### src/rtl/reg_file_sequencer_pkg.sv
// Shared types for the register file sequencer and decoder:
// opcode constants, FSM state enum and instruction-class enum.
package reg_file_sequencer_pkg;

    localparam logic [3:0]  OP_ALU_NIB   = 4'b0001;
    localparam logic [7:0]  OP_READ      = 8'h22;
    localparam logic [7:0]  OP_WRITE_RAM = 8'h42;
    localparam logic [15:0] OP_NOP       = 16'h0000;

    typedef enum logic [2:0] {
        ST_IDLE,
        ST_ISSUE,
        ST_WAIT,
        ST_WB,
        ST_RESP
    } seq_state_t;

    typedef enum logic [1:0] {
        CLS_ALU,
        CLS_READ,
        CLS_RAM,
        CLS_ILLEGAL
    } instr_class_t;

endpackage

### src/rtl/reg_file_sequencer_classify.sv
// Opcode classifier (module reg_file_op_classify), shared with the decoder.
// Ports: i_opcode (16-bit opcode word) -> o_class (instruction class).
module reg_file_op_classify
    import reg_file_sequencer_pkg::*;
(
    input  logic [15:0]  i_opcode,
    output instr_class_t o_class
);

    always_comb begin
        o_class = CLS_ILLEGAL;
        unique case (1'b1)
            (i_opcode[15:12] == OP_ALU_NIB):  o_class = CLS_ALU;
            (i_opcode[15:8] == OP_READ):      o_class = CLS_READ;
            (i_opcode[15:8] == OP_WRITE_RAM): o_class = CLS_RAM;
            default:                          o_class = CLS_ILLEGAL;
        endcase
    end

endmodule

### src/rtl/reg_file_sequencer.sv
// Transaction sequencer in front of the dual-read register file.
// Ports: instr_* handshake in, rf_* register file control out,
// alu_*/ram_* execution side, resp_* response handshake out.
// Optional watchdog in WAIT: define SEQ_WATCHDOG_EN.
module reg_file_sequencer
    import reg_file_sequencer_pkg::*;
#(
    parameter int DATA_WIDTH     = 16,
    parameter int TIMEOUT_CYCLES = 255
) (
    input  logic                  clk,
    input  logic                  reset_n,
    input  logic                  instr_valid,
    output logic                  instr_ready,
    input  logic [15:0]           instr_opcode,
    input  logic [3:0]            instr_a1,
    input  logic [3:0]            instr_a2,
    input  logic [3:0]            instr_a3,
    output logic [15:0]           rf_opcode,
    output logic [3:0]            rf_addr_1,
    output logic [3:0]            rf_addr_2,
    output logic [3:0]            rf_addr_3,
    output logic                  rf_write_enable,
    output logic [DATA_WIDTH-1:0] rf_write_data,
    input  logic [DATA_WIDTH-1:0] rf_read_data_reg,
    output logic                  alu_start,
    input  logic                  alu_done,
    input  logic [DATA_WIDTH-1:0] alu_result,
    output logic                  ram_req,
    input  logic                  ram_ack,
    input  logic [DATA_WIDTH-1:0] ram_rdata,
    output logic                  resp_valid,
    input  logic                  resp_ready,
    output logic [DATA_WIDTH-1:0] resp_data,
    output logic                  resp_err
);

    instr_class_t          w_class;
    instr_class_t          r_class;
    seq_state_t            r_state;
    logic                  w_hit;
    logic [DATA_WIDTH-1:0] w_wait_data;

    reg_file_op_classify u_classify (
        .i_opcode (instr_opcode),
        .o_class  (w_class)
    );

    // Only the completion of the class in flight counts.
    assign w_hit = (r_class == CLS_ALU) ? alu_done :
                   (r_class == CLS_RAM) ? ram_ack  : 1'b0;
    assign w_wait_data = (r_class == CLS_ALU) ? alu_result
                                              : ram_rdata;

`ifdef SEQ_WATCHDOG_EN
    localparam int WD_LOG = $clog2(TIMEOUT_CYCLES + 1);
    localparam int WD_W   = (WD_LOG > 8) ? WD_LOG : 8;
    localparam logic [WD_W-1:0] WD_LAST =
        WD_W'(TIMEOUT_CYCLES - 1);

    logic [WD_W-1:0] r_wd_cnt;
    logic            w_wd_expire;

    // Counter holds the number of WAIT cycles already spent,
    // so expiry falls on the TIMEOUT_CYCLES-th WAIT cycle.
    assign w_wd_expire = (r_wd_cnt == WD_LAST);
`endif

    always_ff @(posedge clk or negedge reset_n) begin
        if (!reset_n) begin
            r_state         <= ST_IDLE;
            r_class         <= CLS_ILLEGAL;
            instr_ready     <= 1'b1;
            rf_opcode       <= OP_NOP;
            rf_addr_1       <= 4'h0;
            rf_addr_2       <= 4'h0;
            rf_addr_3       <= 4'h0;
            rf_write_enable <= 1'b0;
            rf_write_data   <= '0;
            alu_start       <= 1'b0;
            ram_req         <= 1'b0;
            resp_valid      <= 1'b0;
            resp_data       <= '0;
            resp_err        <= 1'b0;
`ifdef SEQ_WATCHDOG_EN
            r_wd_cnt        <= '0;
`endif
        end else begin
            alu_start       <= 1'b0;
            rf_write_enable <= 1'b0;
            unique case (r_state)
                ST_IDLE: begin
                    if (instr_valid) begin
                        r_class     <= w_class;
                        r_state     <= ST_ISSUE;
                        instr_ready <= 1'b0;
                        alu_start   <= (w_class == CLS_ALU);
                        ram_req     <= (w_class == CLS_RAM);
                        // Illegal ops keep the NOP on the register
                        // file so it sees no access at all.
                        if (w_class != CLS_ILLEGAL) begin
                            rf_opcode <= instr_opcode;
                            rf_addr_1 <= instr_a1;
                            rf_addr_2 <= instr_a2;
                            rf_addr_3 <= instr_a3;
                        end
                    end
                end
                ST_ISSUE: begin
                    unique case (r_class)
                        CLS_ALU, CLS_RAM: begin
                            r_state  <= ST_WAIT;
`ifdef SEQ_WATCHDOG_EN
                            r_wd_cnt <= '0;
`endif
                        end
                        CLS_READ: begin
                            resp_data  <= rf_read_data_reg;
                            resp_err   <= 1'b0;
                            resp_valid <= 1'b1;
                            r_state    <= ST_RESP;
                        end
                        default: begin
                            resp_data  <= '0;
                            resp_err   <= 1'b1;
                            resp_valid <= 1'b1;
                            r_state    <= ST_RESP;
                        end
                    endcase
                end
                ST_WAIT: begin
                    if (w_hit) begin
                        ram_req         <= 1'b0;
                        rf_write_enable <= 1'b1;
                        rf_write_data   <= w_wait_data;
                        resp_data       <= w_wait_data;
                        resp_err        <= 1'b0;
                        r_state         <= ST_WB;
                    end
`ifdef SEQ_WATCHDOG_EN
                    else if (w_wd_expire) begin
                        ram_req    <= 1'b0;
                        resp_data  <= '0;
                        resp_err   <= 1'b1;
                        resp_valid <= 1'b1;
                        r_state    <= ST_RESP;
                    end else begin
                        r_wd_cnt <= r_wd_cnt + 1'b1;
                    end
`endif
                end
                ST_WB: begin
                    resp_valid <= 1'b1;
                    r_state    <= ST_RESP;
                end
                ST_RESP: begin
                    if (resp_ready) begin
                        resp_valid  <= 1'b0;
                        instr_ready <= 1'b1;
                        rf_opcode   <= OP_NOP;
                        rf_addr_1   <= 4'h0;
                        rf_addr_2   <= 4'h0;
                        rf_addr_3   <= 4'h0;
                        r_state     <= ST_IDLE;
                    end
                end
                default: begin
                    r_state <= ST_IDLE;
                end
            endcase
        end
    end

endmodule
### config.mk
export PLATFORM = sky130hd
export DESIGN_NAME = reg_file_sequencer
export DESIGN_NICKNAME = d
export VERILOG_FILES = /design/src/rtl/reg_file_sequencer_pkg.sv /design/src/rtl/reg_file_sequencer_classify.sv /design/src/rtl/reg_file_sequencer.sv
export SDC_FILE = /design/constraint.sdc
export NUM_CORES = 1
export LEC_CHECK = 0
export CAP_MARGIN = 20
export CORE_MARGIN = 3
export CORE_UTILIZATION = 35
export CTS_CLUSTER_DIAMETER = 120
export CTS_CLUSTER_SIZE = 8
export DETAILED_ROUTE_END_ITERATION = 16
export DONT_BUFFER_PORTS = 1
export SLEW_MARGIN = 20
export SYNTH_ARGS = -nofsm -noshare
export SYNTH_HDL_FRONTEND = slang
export SYNTH_HIERARCHICAL = 1
export SYNTH_SLANG_ARGS = --single-unit
### constraint.sdc
create_clock -name clk -period 4.2 [get_ports clk]
set_input_delay 0.84 -clock clk [delete_from_list [all_inputs] [get_ports clk]]
set_output_delay 0.84 -clock clk [all_outputs]
set_load 0.1 [all_outputs]
==> results of run 1 <==
==> worst register-to-register path: stages, from the launching register on <==
cell      delay [ps]
dfstp_2          690
nor2_2            50
buf_4            230
nand2_1          500
o221ai_1         270
a32oi_1          250
==> sequential cells by signal (all words and copies together), names as in the netlist <==
name             flops
alu_start            1
instr_ready          1
r_class              2
r_state              3
ram_req              1
resp_data           16
resp_err             1
resp_valid           1
rf_addr_1            4
rf_addr_2            4
rf_addr_3            4
rf_opcode           16
rf_write_data       16
rf_write_enable      1
==> final timing paths <==
kind / startpoint / endpoint / slack, ps
min reg2reg: r_class[1]$_DFFE_PN1P_ / r_class[1]$_DFFE_PN1P_ / 690
max in group asynchronous: reset_n / r_class[0]$_DFFE_PN1P_ / 3800
max reg2reg: r_class[0]$_DFFE_PN1P_ / resp_data[6]$_DFFE_PN0P_ / 2130
min in group clk: resp_ready / r_state[2]$_DFFE_PN0P_ / 600
min: reset_n / resp_data[11]$_DFFE_PN0P_ / 190
max: rf_write_data[4]$_DFFE_PN0P_ / rf_write_data[4] / 2040
==> cell families after synthesis <==
group                  Yosys count  share of synthesized area [%]
buffers and inverters           67                           8.22
muxes                           48                           14.1
and+or+nand+nor                 89                           12.1
AOI/OAI and AO/OA               60                           13.6
DFF                             71                           52.0
==> through the flow <==
| step | instance area, µm² | worst slack (ps) | util, % |
|---|---|---|---|
| floorplan | 3420 | 1910 | - |
| global placement | 3510 | 1910 | 37.5 |
| detailed placement | 3510 | 1800 | 37.5 |
| CTS | 3670 | 1930 | 39.2 |
| global route | 3680 | 1960 | 39.2 |
| finish | 3680 | 2040 | 39.2 |
==> synthesized netlist by cell type, types with 2 or more instances <==
| master | n | area, µm² |
|---|---|---|
| nor3_1 | 4 | 20.0 |
| buf_2 | 9 | 45.0 |
| a32o_1 | 2 | 20.0 |
| mux2i_1 | 46 | 460 |
| dfstp_2 | 3 | 78.8 |
| buf_4 | 3 | 22.5 |
| o32ai_1 | 2 | 17.5 |
| clkbuf_1 | 8 | 30.0 |
| inv_1 | 46 | 173 |
| o221ai_1 | 16 | 140 |
| a21oi_1 | 19 | 95.1 |
| a32oi_1 | 16 | 140 |
| dfrtp_1 | 68 | 1700 |
| and4bb_2 | 2 | 25.0 |
| nor2_1 | 23 | 86.3 |
| mux2_2 | 2 | 22.5 |
| nor4_1 | 2 | 12.5 |
| nand2_1 | 50 | 188 |
==> area by class of cell <==
type | instances | area share [%]
well taps | 129 | 4.39
repair buffers | 4 | 0.817
clock buffers | 14 | 4.15
flip-flops and latches | 71 | 48.4
multi-input cells | 197 | 37.2
inverters | 46 | 4.70
clock inverters | 2 | 0.272
==> metal layers <==
layer	vias to the layer above	routed length (µm)	global-route usage, %
met2	82	4390	26.1
met5	-	0	0
met1	1203	3650	20.7
li1	1143	-	-
met3	13	609	4.20
met4	0	148	6.84
==> out/qor.txt, run 1 <==
Yosys Warn Count = 6
Syn_nets = 417
Ant. Diodes = 0
Detailed Route Iter0 Violations = 103
Critical Path RT = 3360 ps
DRC errors left = 0
Top FF cell, synth = dfrtp_1
Register area share after synthesis = 52.0%
Fin Hold WS = 188 ps
Total negative slack = 0 ps
Synth unique cells = 32
Most frequent cells in the layout = 68 x dfrtp_1, 50 x nand2_1, 46 x mux2i_1, 46 x inv_1, 22 x nor2_1
Die area = 0.0110 mm²
Clock transition at path regs = 80 ps
Syn avg cell area = 10.2 µm²
Fin nets = 411
IO Pins = 148
CP arrival = 1320 ps
GRT Total Usage = 16.2%
Cells after DPL = 447
Peak Freq = 463 MHz
Crit-path max FO = 2
Latest clock arrival within the worst-skew pair = 330 ps
Reg2Reg Depth = 5
Fin cells = 463
Initial antenna violation count = 0
Synth async-reset ratio = 100%
Total routed wirelength = 8800 µm
IO buf count = 0
CTS Root Cell = clkbuf_8
Commonest non-fill, non-tap cell in the layout = dfrtp_1
Crit path launch type = flip-flop
Post-CTS Resized = 0
FILL cells = 960
CTS buffer count = 9
Total number of vias = 2441
Slew @ Worst Pin = 962 ps
Clock H-tree levels = 3
Cell Area, Synth = 0.00342 mm²
Max-cap violation count = 0
Routed Antenna Nets = 0
Cell count after synthesis = 335
Post-CTS Setup Bufs = 0
Setup CP Type = reg2out
Wire length per cell = 19.0 µm
Initial core utilization = 36.5%
Fraction of layout cells with a size suffix above 1 = 9.58%
Std-Cell Rows = 35
Area occupied by multi-input gates = 0.00137 mm²
Critical Path End Type = output port
Max Slew Vio Count = 0
Die Y = 105 µm
CTS tree = built
Die X = 105 µm
CTS Hold Bufs = 0
Hold WC Path Type = in2async
Fin crit period = 2160 ps
Final hold vios = 0
Longest Clk Path Bufs = 2
Final Wtd Congestion = 0.763
Largest net degree at the start of global routing = 72
Layout area overhead = 7.38%
RSZ-0062 raised after global routing = no
First-pass iteration count of the detailed router = 4
Global-route wire length before repair = 14200 µm
Vias/cell = 5.27
Post-synth EDFFs = 0
Post-DP HPWL = 6360 µm
Grt total ovfl = 0
Cell count along the critical path = 0
Vias in the first global route = 2564
Crit share post-route = 51.5%
Storage cell area = 0.00178 mm²
Clock skew = 7.01 ps
Synth Register Bits = 71
# setup viols final = 0
Status = completed
Slew HR = 35.7%
Sink Count = 71
Core Region = 0.00937 mm²
Power of run 1 is not shown: default switching activity piles up to over one toggle a cycle in this logic, so the estimate is an artifact.
==> inputs of run 2 (changes only) <==
clock period = 2 ns   (was 4.2 ns; I/O delays follow)
==> out/qor.txt, run 2 (synthesis results as in run 1) <==
Status = finished, violations left (was completed)
Failing checks = hold timing
IO buf count = 0 (unchanged)
Latest clock arrival within the worst-skew pair = 350 ps (was 330 ps)
Layout area overhead = 25.1% (was 7.38%)
Initial antenna violation count = 0 (unchanged)
Total routed wirelength = 9260 µm (was 8800 µm)
Worst R2R Setup Slack = 190 ps (was 2130 ps)
R2R Path End = resp_data[15]$_DFFE_PN0P_ (was resp_data[6]$_DFFE_PN0P_)
Commonest non-fill, non-tap cell in the layout = buf_4 (was dfrtp_1)
CTS Root Cell = clkbuf_8 (unchanged)
Max Slew Vio Count = 0 (unchanged)
Most frequent cells in the layout = 75 x buf_4, 68 x dfrtp_1, 50 x nand2_1 (was 68 x dfrtp_1, 50 x nand2_1, 46 x mux2i_1, 46 x inv_1, 22 x nor2_1)
Total negative slack = 0 ps (unchanged)
Die area = 0.0110 mm² (unchanged)
Crit-path max FO = 17 (was 2)
Routed Antenna Nets = 0 (unchanged)
Fin crit period = 1810 ps
Post-CTS Setup Bufs = 0 (unchanged)
CTS tree = built (unchanged)
RSZ-0062 raised after global routing = no (unchanged)
Max-cap violation count = 0 (unchanged)
FF-to-FF Start = r_class[1]$_DFFE_PN1P_ (was r_class[0]$_DFFE_PN1P_)
Initial core utilization = 36.5% (unchanged)
Slew @ Worst Pin = 919 ps (was 962 ps)
CTS buffer count = 9 (unchanged)
Critical Path RT = 2190 ps (was 3360 ps)
Post-DP HPWL = 6640 µm (was 6360 µm)
DRC errors left = 0 (unchanged)
Clock skew = 13.9 ps (was 7.01 ps)
Fraction of layout cells with a size suffix above 1 = 26.6% (was 9.58%)
Largest registers = resp_data: 16 flops, rf_opcode: 16 flops, rf_write_data: 16 flops (unchanged)
First-pass iteration count of the detailed router = 4 (unchanged)
Fin Hold WS = -265 ps (was 188 ps)
Reg2Reg Depth = 4 (was 5)
Ant. Diodes = 0 (unchanged)
Hold WC Path Type = in2async (unchanged)
Peak Freq = 552 MHz
Setup CP Type = reg2reg (was reg2out)
Vias in the first global route = 2827 (was 2564)
Final Wtd Congestion = 0.792 (was 0.763)
Wire length per cell = 17.3 µm (was 19.0 µm)
Die X = 105 µm (unchanged)
Clock H-tree levels = 3 (unchanged)
Critical Path End Type = flip-flop (was output port)
Post-CTS Resized = 0 (unchanged)
Grt total ovfl = 0 (unchanged)
Clock transition at path regs = 90 ps (was 80 ps)
Largest net degree at the start of global routing = 72 (unchanged)
Slew HR = 38.7% (was 35.7%)
Final WS setup = 189 ps (was 2040 ps)
Sink Count = 71 (unchanged)
CP arrival = 2000 ps (was 1320 ps)
Fin nets = 483 (was 411)
Final hold vios = 71 (was 0)
Vias/cell = 5.04 (was 5.27)
Core Region = 0.00937 mm² (unchanged)
Longest Clk Path Bufs = 2 (unchanged)
Crit path launch type = flip-flop (unchanged)
IO Pins = 148 (unchanged)
Dpl ws = 121 ps (was 1800 ps)
Crit share post-route = 90.5%
Std-Cell Rows = 35 (unchanged)
Detailed Route Iter0 Violations = 185 (was 103)
Die Y = 105 µm (unchanged)
Global-route wire length before repair = 14900 µm (was 14200 µm)
Total number of vias = 2696 (was 2441)
GRT Total Usage = 17.1% (was 16.2%)
# setup viols final = 0 (unchanged)
-- run 2: changes by cell type in the layout (fill, tap and decap cells not counted), moves of 2 or more --
cell        delta
clkbuf_8       +2
clkinv_2       -2
clkbuf_1       -4
buf_4         +71
clkinvlp_4     +3
-- run 2: worst max-delay path by stage --
stage / cells past startpoint / slack [ps] / endpoint / startpoint
CTS: 4 / 190 / resp_data[15]$_DFFE_PN0P_ / r_class[1]$_DFFE_PN1P_
global route: 5 / 70 / rf_write_data[14]$_DFFE_PN0P_ / r_state[0]$_DFFE_PN0P_
global placement: 4 / 40 / resp_data[7]$_DFFE_PN0P_ / r_class[0]$_DFFE_PN1P_
finish: 4 / 190 / resp_data[15]$_DFFE_PN0P_ / r_class[1]$_DFFE_PN1P_
detailed placement: 7 / 120 / rf_addr_2[2]$_DFFE_PN0P_ / instr_opcode[13]
floorplan: 8 / 150 / rf_addr_1[0]$_DFFE_PN0P_ / instr_opcode[13]
-- run 2: through the flow --
stage          area, µm²  util (%)  hold WS, ps  instances
2_1_floorplan       3420         -          104        335
3_3_place_gp        4060      43.4          106        519
6_report            4280      45.7         -265        535
5_1_grt             4280      45.7         -288        535
4_1_cts             4280      45.7         -286        535
3_5_place_dp        4070      43.4          106        519
-- run 2: critical path, cell delays in order (launching register included) --
cell	delay [ps]
dfstp_2	580
mux2i_1	390
nor3_4	70
a31oi_4	490
a32oi_1	120
-- run 2: cell type report --
cell class | count | area [µm²]
fill | 934 | 5090
sequential | 71 | 1780
multi-input combinational | 197 | 1370
timing repair buffer | 76 | 583
inverter | 46 | 173
clock buffer | 12 | 165
tap | 129 | 161
clock inverter | 4 | 52.6
-- run 2: routing by layer --
| metal | wire [µm] | share of wire, % | GRT usage (%) | up-vias |
|---|---|---|---|---|
| met5 | 0 | 0 | 0 | - |
| met4 | 178 | 1.9 | 7.31 | 0 |
| met3 | 639 | 6.9 | 4.45 | 16 |
| met2 | 4600 | 50 | 28.2 | 81 |
| met1 | 3830 | 41 | 21.0 | 1305 |
| li1 | - | - | - | 1294 |
Power of run 2 is left out for the same reason.
